==> src/rtl/rf_arb_pkg.sv <==
// rf_arb_pkg: shared widths and the writeback request record.
package rf_arb_pkg;
    localparam int XLEN = 32;
    localparam int REG_AW = 5;
    localparam int STARVE_MAX = 4;
    typedef struct packed {
        logic [REG_AW-1:0] rd;
        logic [XLEN-1:0]   data;
    } wb_req_t;
endpackage

==> src/rtl/wb_fifo.sv <==
// wb_fifo: small synchronous FIFO buffering late multi-cycle writeback results.
module wb_fifo
    import rf_arb_pkg::*;
#(
    parameter int DEPTH = 2,
    parameter int CW = $clog2(DEPTH + 1)
) (
    input  logic          clk,
    input  logic          rst,
    input  logic          push,
    input  logic          pop,
    input  wb_req_t       din,
    output wb_req_t       dout,
    output logic          full,
    output logic          empty,
    output logic [CW-1:0] count
);
    localparam int PW = DEPTH > 1 ? $clog2(DEPTH) : 1;
    wb_req_t mem [DEPTH];
    logic [PW-1:0] rp, wp;
    assign full = count == CW'(DEPTH);
    assign empty = count == '0;
    assign dout = mem[rp];
    always_ff @(posedge clk) begin
        if (push) mem[wp] <= din;
    end
    always_ff @(posedge clk or negedge rst) begin
        if (!rst) begin
            rp <= '0;
            wp <= '0;
            count <= '0;
        end else begin
            if (push) wp <= wp == PW'(DEPTH - 1) ? '0 : wp + 1'b1;
            if (pop) rp <= rp == PW'(DEPTH - 1) ? '0 : rp + 1'b1;
            count <= count + CW'(push) - CW'(pop);
        end
    end
endmodule

==> src/rtl/regfile_wb_arbiter.sv <==
// regfile_wb_arbiter: shares the regfile write port between ALU and buffered MDU results,
// with starvation relief and a pending-register scoreboard for decode stalls.
module regfile_wb_arbiter
    import rf_arb_pkg::*;
#(
    parameter int XLEN = 32,
    parameter int DEPTH = 2,
    parameter int STARVE_MAX = rf_arb_pkg::STARVE_MAX
) (
    input  logic            clk,
    input  logic            rst,
    input  logic            alu_wr_en,
    input  logic [4:0]      alu_rd,
    input  logic [XLEN-1:0] alu_data,
    input  logic            mdu_valid,
    input  logic [4:0]      mdu_rd,
    input  logic [XLEN-1:0] mdu_data,
    output logic            mdu_ready,
    input  logic            issue_en,
    input  logic [4:0]      issue_rd,
    input  logic [4:0]      Ra,
    input  logic [4:0]      Rb,
    output logic            stall,
    output logic            alu_hold,
    output logic            RegWr,
    output logic [4:0]      Rw,
    output logic [XLEN-1:0] busW
);
    localparam int SW = $clog2(STARVE_MAX + 1);
    localparam int CW = $clog2(DEPTH + 1);
    wb_req_t head;
    logic full, empty, push, gnt_mdu, gnt_alu, inc, src_mdu;
    logic [CW-1:0] count;
    logic [SW-1:0] starve;
    logic [31:0] pending;
    assign mdu_ready = count < CW'(DEPTH);
    assign push = mdu_valid && !full && mdu_rd != 5'd0;
    // A hold cycle guarantees the ALU is idle, so the buffer head wins it.
    assign gnt_mdu = !empty && (alu_hold || !alu_wr_en);
    assign gnt_alu = alu_wr_en && !gnt_mdu;
    assign inc = !empty && !gnt_mdu;
    assign stall = (Ra != 5'd0 && pending[Ra]) || (Rb != 5'd0 && pending[Rb]);
    wb_fifo #(.DEPTH(DEPTH), .CW(CW)) u_fifo (
        .clk(clk),
        .rst(rst),
        .push(push),
        .pop(gnt_mdu),
        .din('{rd: mdu_rd, data: mdu_data}),
        .dout(head),
        .full(full),
        .empty(empty),
        .count(count)
    );
    always_ff @(posedge clk or negedge rst) begin
        if (!rst) begin
            RegWr <= 1'b0;
            Rw <= '0;
            busW <= '0;
            src_mdu <= 1'b0;
            alu_hold <= 1'b0;
            starve <= '0;
            pending <= '0;
        end else begin
            RegWr <= gnt_mdu || (gnt_alu && alu_rd != 5'd0);
            src_mdu <= gnt_mdu;
            if (gnt_mdu || gnt_alu) begin
                Rw <= gnt_mdu ? head.rd : alu_rd;
                busW <= gnt_mdu ? head.data : alu_data;
            end
            starve <= inc ? starve + 1'b1 : '0;
            alu_hold <= inc && starve == SW'(STARVE_MAX - 1);
            // Set is applied after clear so a re-issue on the retiring edge stays pending.
            pending <= (pending & ~(32'(RegWr && src_mdu) << Rw))
                     | (32'(issue_en && issue_rd != 5'd0) << issue_rd);
        end
    end
endmodule
==> config.mk <==
export PLATFORM = sky130hd
export DESIGN_NAME = regfile_wb_arbiter
export DESIGN_NICKNAME = d
export VERILOG_FILES = /design/src/rtl/rf_arb_pkg.sv /design/src/rtl/wb_fifo.sv /design/src/rtl/regfile_wb_arbiter.sv
export SDC_FILE = /design/constraint.sdc
export NUM_CORES = 1
export LEC_CHECK = 0
export BUFFER_PORTS_ARGS = -buffer_cell sky130_fd_sc_hd__buf_2
export CAP_MARGIN = 10
export CORE_MARGIN = 1
export CORE_UTILIZATION = 50
export DETAILED_ROUTE_END_ITERATION = 8
export GPL_ROUTABILITY_DRIVEN = 0
export GPL_TIMING_DRIVEN = 0
export PLACE_DENSITY = 0.75
export RECOVER_POWER = 50
export SYNTH_ARGS = -nofsm -noshare
export SYNTH_HDL_FRONTEND = slang
export SYNTH_SLANG_ARGS = --single-unit
==> constraint.sdc <==
create_clock -name clk -period 3.39 [get_ports clk]
set_input_delay 0.678 -clock clk [delete_from_list [all_inputs] [get_ports clk]]
set_output_delay 0.678 -clock clk [all_outputs]
set_load 0.05 [all_outputs]
# Yosys cells after proc, flatten, opt, wreduce, memory -nomap -nowiden
# Memory sizes are Yosys's and may differ from the RTL's.
# Cells that the tools add are included.
# Widths: inputs -> output; s select.
# totals
register_bits,79
ramBits,74
inputBits,94
out_inout_bits,41
elab_cells,62
memories,1
# memory_table
name,words,word_bits,read_ports,rd_clocked_by_memory_dff,wr,line_no,text
u_fifo.mem,2,37,1,0,1,wb_fifo.sv:19,wb_req_t mem [DEPTH];
# op_classes
add_sub_neg,5
order_cmp,3
n_eq_ne,2
n_shift,2
n_mux,11
n_bitwise,3
reduce_logical,25
# ops
operator,n
$shl 1x5->32,2
$and 32x32->32,1
$mux 32,1
$not 32->32,1
$or 32x32->32,1
$reduce_bool 5->1,5
$lt 5x6->1 const B,2
$logic_and 1x1->1,11
$bmux 1 s5,2
$mux 1,6
$mux 5,1
$logic_not 1->1,4
$logic_or 1x1->1,4
$add 3x1->3 const B,1
$eq 3x2->1 const B,1
$mux 3,1
$add 1x1->1 const B,2
$add 2x1->2,1
$eq 2x2->1 const B,1
$logic_not 2->1,1
$lt 2x2->1 const B,1
$sub 2x1->2,1

# Depth between registers and ports, before layout
# depth
depth_word,7
depth_mapped,9
ltp_nobuf,7

# Modules after synthesis
# A second synthesis with hierarchy kept.
# hier_totals
cells_unflattened,489
area_unflattened_um2,6607.6
# by_module_without_submodules
mod,n_inst,cells_each,area_per_inst_um2,seq_area_each_um2
regfile_wb_arbiter,1,359,3658.5,1876.8
wb_fifo,1,130,2949.1,2322.2

# Least setup slack after synthesis
# Ideal clock, no wire load.
# synth_path
path_kind,reg-to-reg
from,reg u_fifo.count[1]
to,"mem u_fifo.mem[0][0] in the netlist's numbering, enable pin"
setup_ps,431
arrival_ps,2582
required_time_ps,2959
slack_ps,377
stages_incl_launch_ff,4
path_buffers,0
synth_period_minus_slack_ps,3013
cell_sequence,dfrtp_1 > inv_1 > o221ai_1 > nor2_1
# synth_between
elab_chain_len,6
# synth_lines
item,line_no,text
"start, declared",wb_fifo.sv:16,output logic [CW-1:0] count
"start signal, assigned",wb_fifo.sv:35,count <= count + CW'(push) - CW'(pop);
$eq 2x2->1,wb_fifo.sv:21,assign full = count == CW'(DEPTH);
$logic_not 1->1,regfile_wb_arbiter.sv:37,assign push = mdu_valid && !full && mdu_rd != 5'd0;
$logic_and 1x1->1 (2 in series),regfile_wb_arbiter.sv:37,
$mux 1,wb_fifo.sv:25,if (push) mem[wp] <= din;
$mux 1 (not written as such),wb_fifo.sv:25,
"end, declared",wb_fifo.sv:19,
# No other way between the ends.

# Final worst setup path
# layout_path
from,reg pending[22]
to,out stall
# layout_between
elab_chain_len,4
elab_cells_between_ends,7
classes_between,mux: 4; reduce/logical: 3
# layout_lines
item,line_no,text
"start, declared",regfile_wb_arbiter.sv:35,logic [31:0] pending;
"start signal, assigned",regfile_wb_arbiter.sv:73,pending <= (pending & ~(32'(RegWr && src_mdu) << Rw))
$bmux 1 s5,regfile_wb_arbiter.sv:42,assign stall = (Ra != 5'd0 && pending[Ra]) || (Rb != 5'd0 && pending[Rb]);
$mux 1 (not written as such),regfile_wb_arbiter.sv:42,
$logic_and 1x1->1,regfile_wb_arbiter.sv:42,
$logic_or 1x1->1 (*),regfile_wb_arbiter.sv:42,
"end, declared",regfile_wb_arbiter.sv:23,"output logic stall,"
# Every way passes the cells marked *; elsewhere a longest branch is shown, timed or not. The select of a mux whose other input is x is not followed.

==> qor.yml <==
cells_and_area:
  flow.area_growth_from_synthesis_pct: 21.9
  fin_util_pct: 62.8
  finish.net_count: 777
  multi_input_area_sq_um: 2200
  layout_common_cells: "sky130_fd_sc_hd__o21ai_0, sky130_fd_sc_hd__buf_2, sky130_fd_sc_hd__nand2_1"
  insertedDiodeCount: 0
  ff_latch_area_sq_um: 4170
  final_common_cell: "sky130_fd_sc_hd__o21ai_0"
  n_fill_cell: 1036
  drive_gt1_share_pct: 24.3
logic_synthesis:
  synth_sequential_area_ratio_pct: 63.6
  synth_cells: 530
  ys.warnings.count: 0
  leading_register_cell_type_out_of_synthesis: "sky130_fd_sc_hd__dfrtp_1"
  synth_fp_nets: 628
  mappedNetlistArea_sq_um: 6560
  synth_async_sr_flop_share_pct: 51.3
  synth_enable_flop_cells: 74
  synth-seq-cells: 152
  post_synth.cell_area_avg_sq_um: 12.4
  library_cells_used_by_synthesis: 41
clock_network:
  clk_root_buffer_cell: "sky130_fd_sc_hd__clkbuf_16"
  cts_num_sinks: 152
  cts-buffers-inserted: 17
  ctsResizeCount: 0
  post_cts_hold_buffer_count: 0
  tritoncts_clock_tree: "yes"
  clock_pin_slew_on_the_worst_setup_and_hold_paths_ns: 0.06
  post-cts-setup-buffers: 0
  worst_skew_pair.late_latency_ns: 0.41
  cts_htree_levels: 4
  clockBufferDepth: 2
power:
  p_leak_nw: 3.18
  vdd_ir_drop_max_v: 0.000560
  power-per-cell-area_nw_per_um2: 954
  total_power_mw: 7.62
placed_design:
  dpl.hpwl_microns: 11100
  count_of_buffers_inserted_at_the_top_level_ports: 128
floorplan:
  initial_utilization_pct: 51.6
  floorplan.die.width_microns: 117
  core_area_sq_um: 12700
  rows: 41
  die_h_microns: 117
  die_area_sq_um: 13600
  boundaryPins: 135
sta:
  max-slew-margin-rel_pct: -28.4
  fin_skew_ns: 0.00756
  max_clock_freq_mhz: 361
  grt_setup_unrepaired: "no"
  finalSetupViolCount: 0
  finalHoldViolCount: 0
  timing_worst_slew_pin_value_ns: 1.93
  post-route-min-period_ns: 2.77
  report.final.slew_viol_count: 76
  layout_worst_path_cycle_share_pct: 81.8
flow_run:
  max-cap-violations: 1
global_routing:
  first_global_vias: 4959
  grt_antenna_before_repair: 0
  pin_count_of_the_biggest_net_entering_global_routing: 76
  grt_first_pass_wirelength_microns: 24500
  grt.total_usage_pct: 24.6
  gr-total-overflow: 0
critical_path:
  crit_chain: "mux4_2 > mux2i_1 > nor3b_1 > a311oi_2 > nand4_1 > buf_2"
  critical_path.max_stage_delay_ns: 0.48
  critical-path-slowest-cell: "sky130_fd_sc_hd__mux4_2"
  arrival_ns: 2.10
  timing_worst_setup_path_type: "register to output pin"
  start_kind: "register"
  cp_data_required_time_ns: 2.71
  worst-path-max-fanout: 3
  worst_setup_path_end_kind: "output pin"
status:
  failed_checks: "capacitance limit, slew limit"
  run_status: "finished with violations"
route:
  drcViolationCount: 0
  wl_per_cell_microns: 18.2
  vias: 4831
  drt_wl_total_microns: 15700
  drt-vias-per-instance: 5.59
  dr.first_iter.drc_count: 272
  ant_nets: 0
  drt_pre_antenna_iters: 4
hold_path:
  timing.hold.worst.class: "input pin to async pin"
[cell type report]
cell class	count	area share (%)
Multi-Input combinational cell	344	27.6
Timing Repair Buffer	130	7.92
Buffer	27	2.07
Inverter	7	0.329
Clock inverter	14	1.86
Sequential cell	152	52.2
Tap cell	172	2.69
Clock buffer	18	5.37
[Yosys cell counts (all sizes together), types with 4 or more instances]
| master | number | area, sq um |
|---|---|---|
| inv | 7 | 26.3 |
| clkbuf | 15 | 86.3 |
| o21ai | 136 | 681 |
| mux2i | 45 | 450 |
| ha | 4 | 50.1 |
| mux4 | 13 | 299 |
| nand3 | 4 | 20.0 |
| nor2 | 10 | 37.5 |
| nor2b | 4 | 25.0 |
| a21oi | 5 | 25.0 |
| edfxtp | 74 | 2220 |
| buf | 12 | 78.8 |
| nand3b | 5 | 37.5 |
| dfrtp | 78 | 1950 |
| nand2 | 87 | 327 |
[flip-flops by register name, summed over array words and instances (netlist names)]
signal        flops
u_fifo.mem       74
busW             32
pending          31
Rw                5
starve            3
u_fifo.count      2
RegWr             1
alu_hold          1
src_mdu           1
u_fifo.rp         1
u_fifo.wp         1
[critical path, delay by kind of cell, from the launching register on]
family | cells | cell delay [ns]
AO/OA/AOI/OAI | 1 | 0.23
buffers and inverters | 1 | 0.22
flip-flops | 1 | 0.42
multiplexers | 2 | 0.64
AND/OR/NAND/NOR | 2 | 0.17
[cells by family after synthesis]
kind of cell    after synthesis  synth area share [%]
flops                       152                  63.6
compound gates              149                  11.9
simple gates                128                  8.64
mux                          59                  11.6
buf+inv                      34                  2.92
xor+xnor                      4                 0.534
fa+ha+maj                     4                 0.763
[worst paths after layout]
check                                                from                          end  slack (ns)  cells past startpoint
worst min-delay path                                  rst         pending[9]$_DFF_PN0_        0.08                      1
min in group clk                             mdu_data[10]  u_fifo.mem[1][10]$_DFFE_PP_        0.45                      1
worst max register to register  u_fifo.count[1]$_DFF_PN0_    u_fifo.count[1]$_DFF_PN0_        1.20                      9
worst min register to register       busW[25]$_DFFE_PN0P_         busW[25]$_DFFE_PN0P_        0.47                      2
max in group asynchronous                             rst        pending[24]$_DFF_PN0_        1.21                      2
worst max-delay path                pending[22]$_DFF_PN0_                        stall        0.62                      6
[per-layer routing]
metal  track usage (%)  wire [microns]
met1              28.5            6100
met5                 0               0
met3              5.92            1070
met2              43.4            8260
met4              11.3             284
[where the power goes]
group | internal, mW | switching, mW
logic | 0.846 | 1.95
clock network | 1.09 | 0.735
registers | 2.61 | 0.389
[stage by stage]
step                      cell area, sq um  cells  setup TNS [ns]  setup slack (ns)  hold slack, ns
after global placement                7420    830          -18.95            -0.513           0.423
final                                 8000    864               0             0.617          0.0763
after global routing                  8000    864               0             0.489          0.0763
after detailed placement              7470    832               0             0.612           0.462
after CTS                             8050    864               0             0.584          0.0504
after floorplan                       6560    530               0             0.377           0.382
Note: power is estimated with default switching activity, not from simulation.
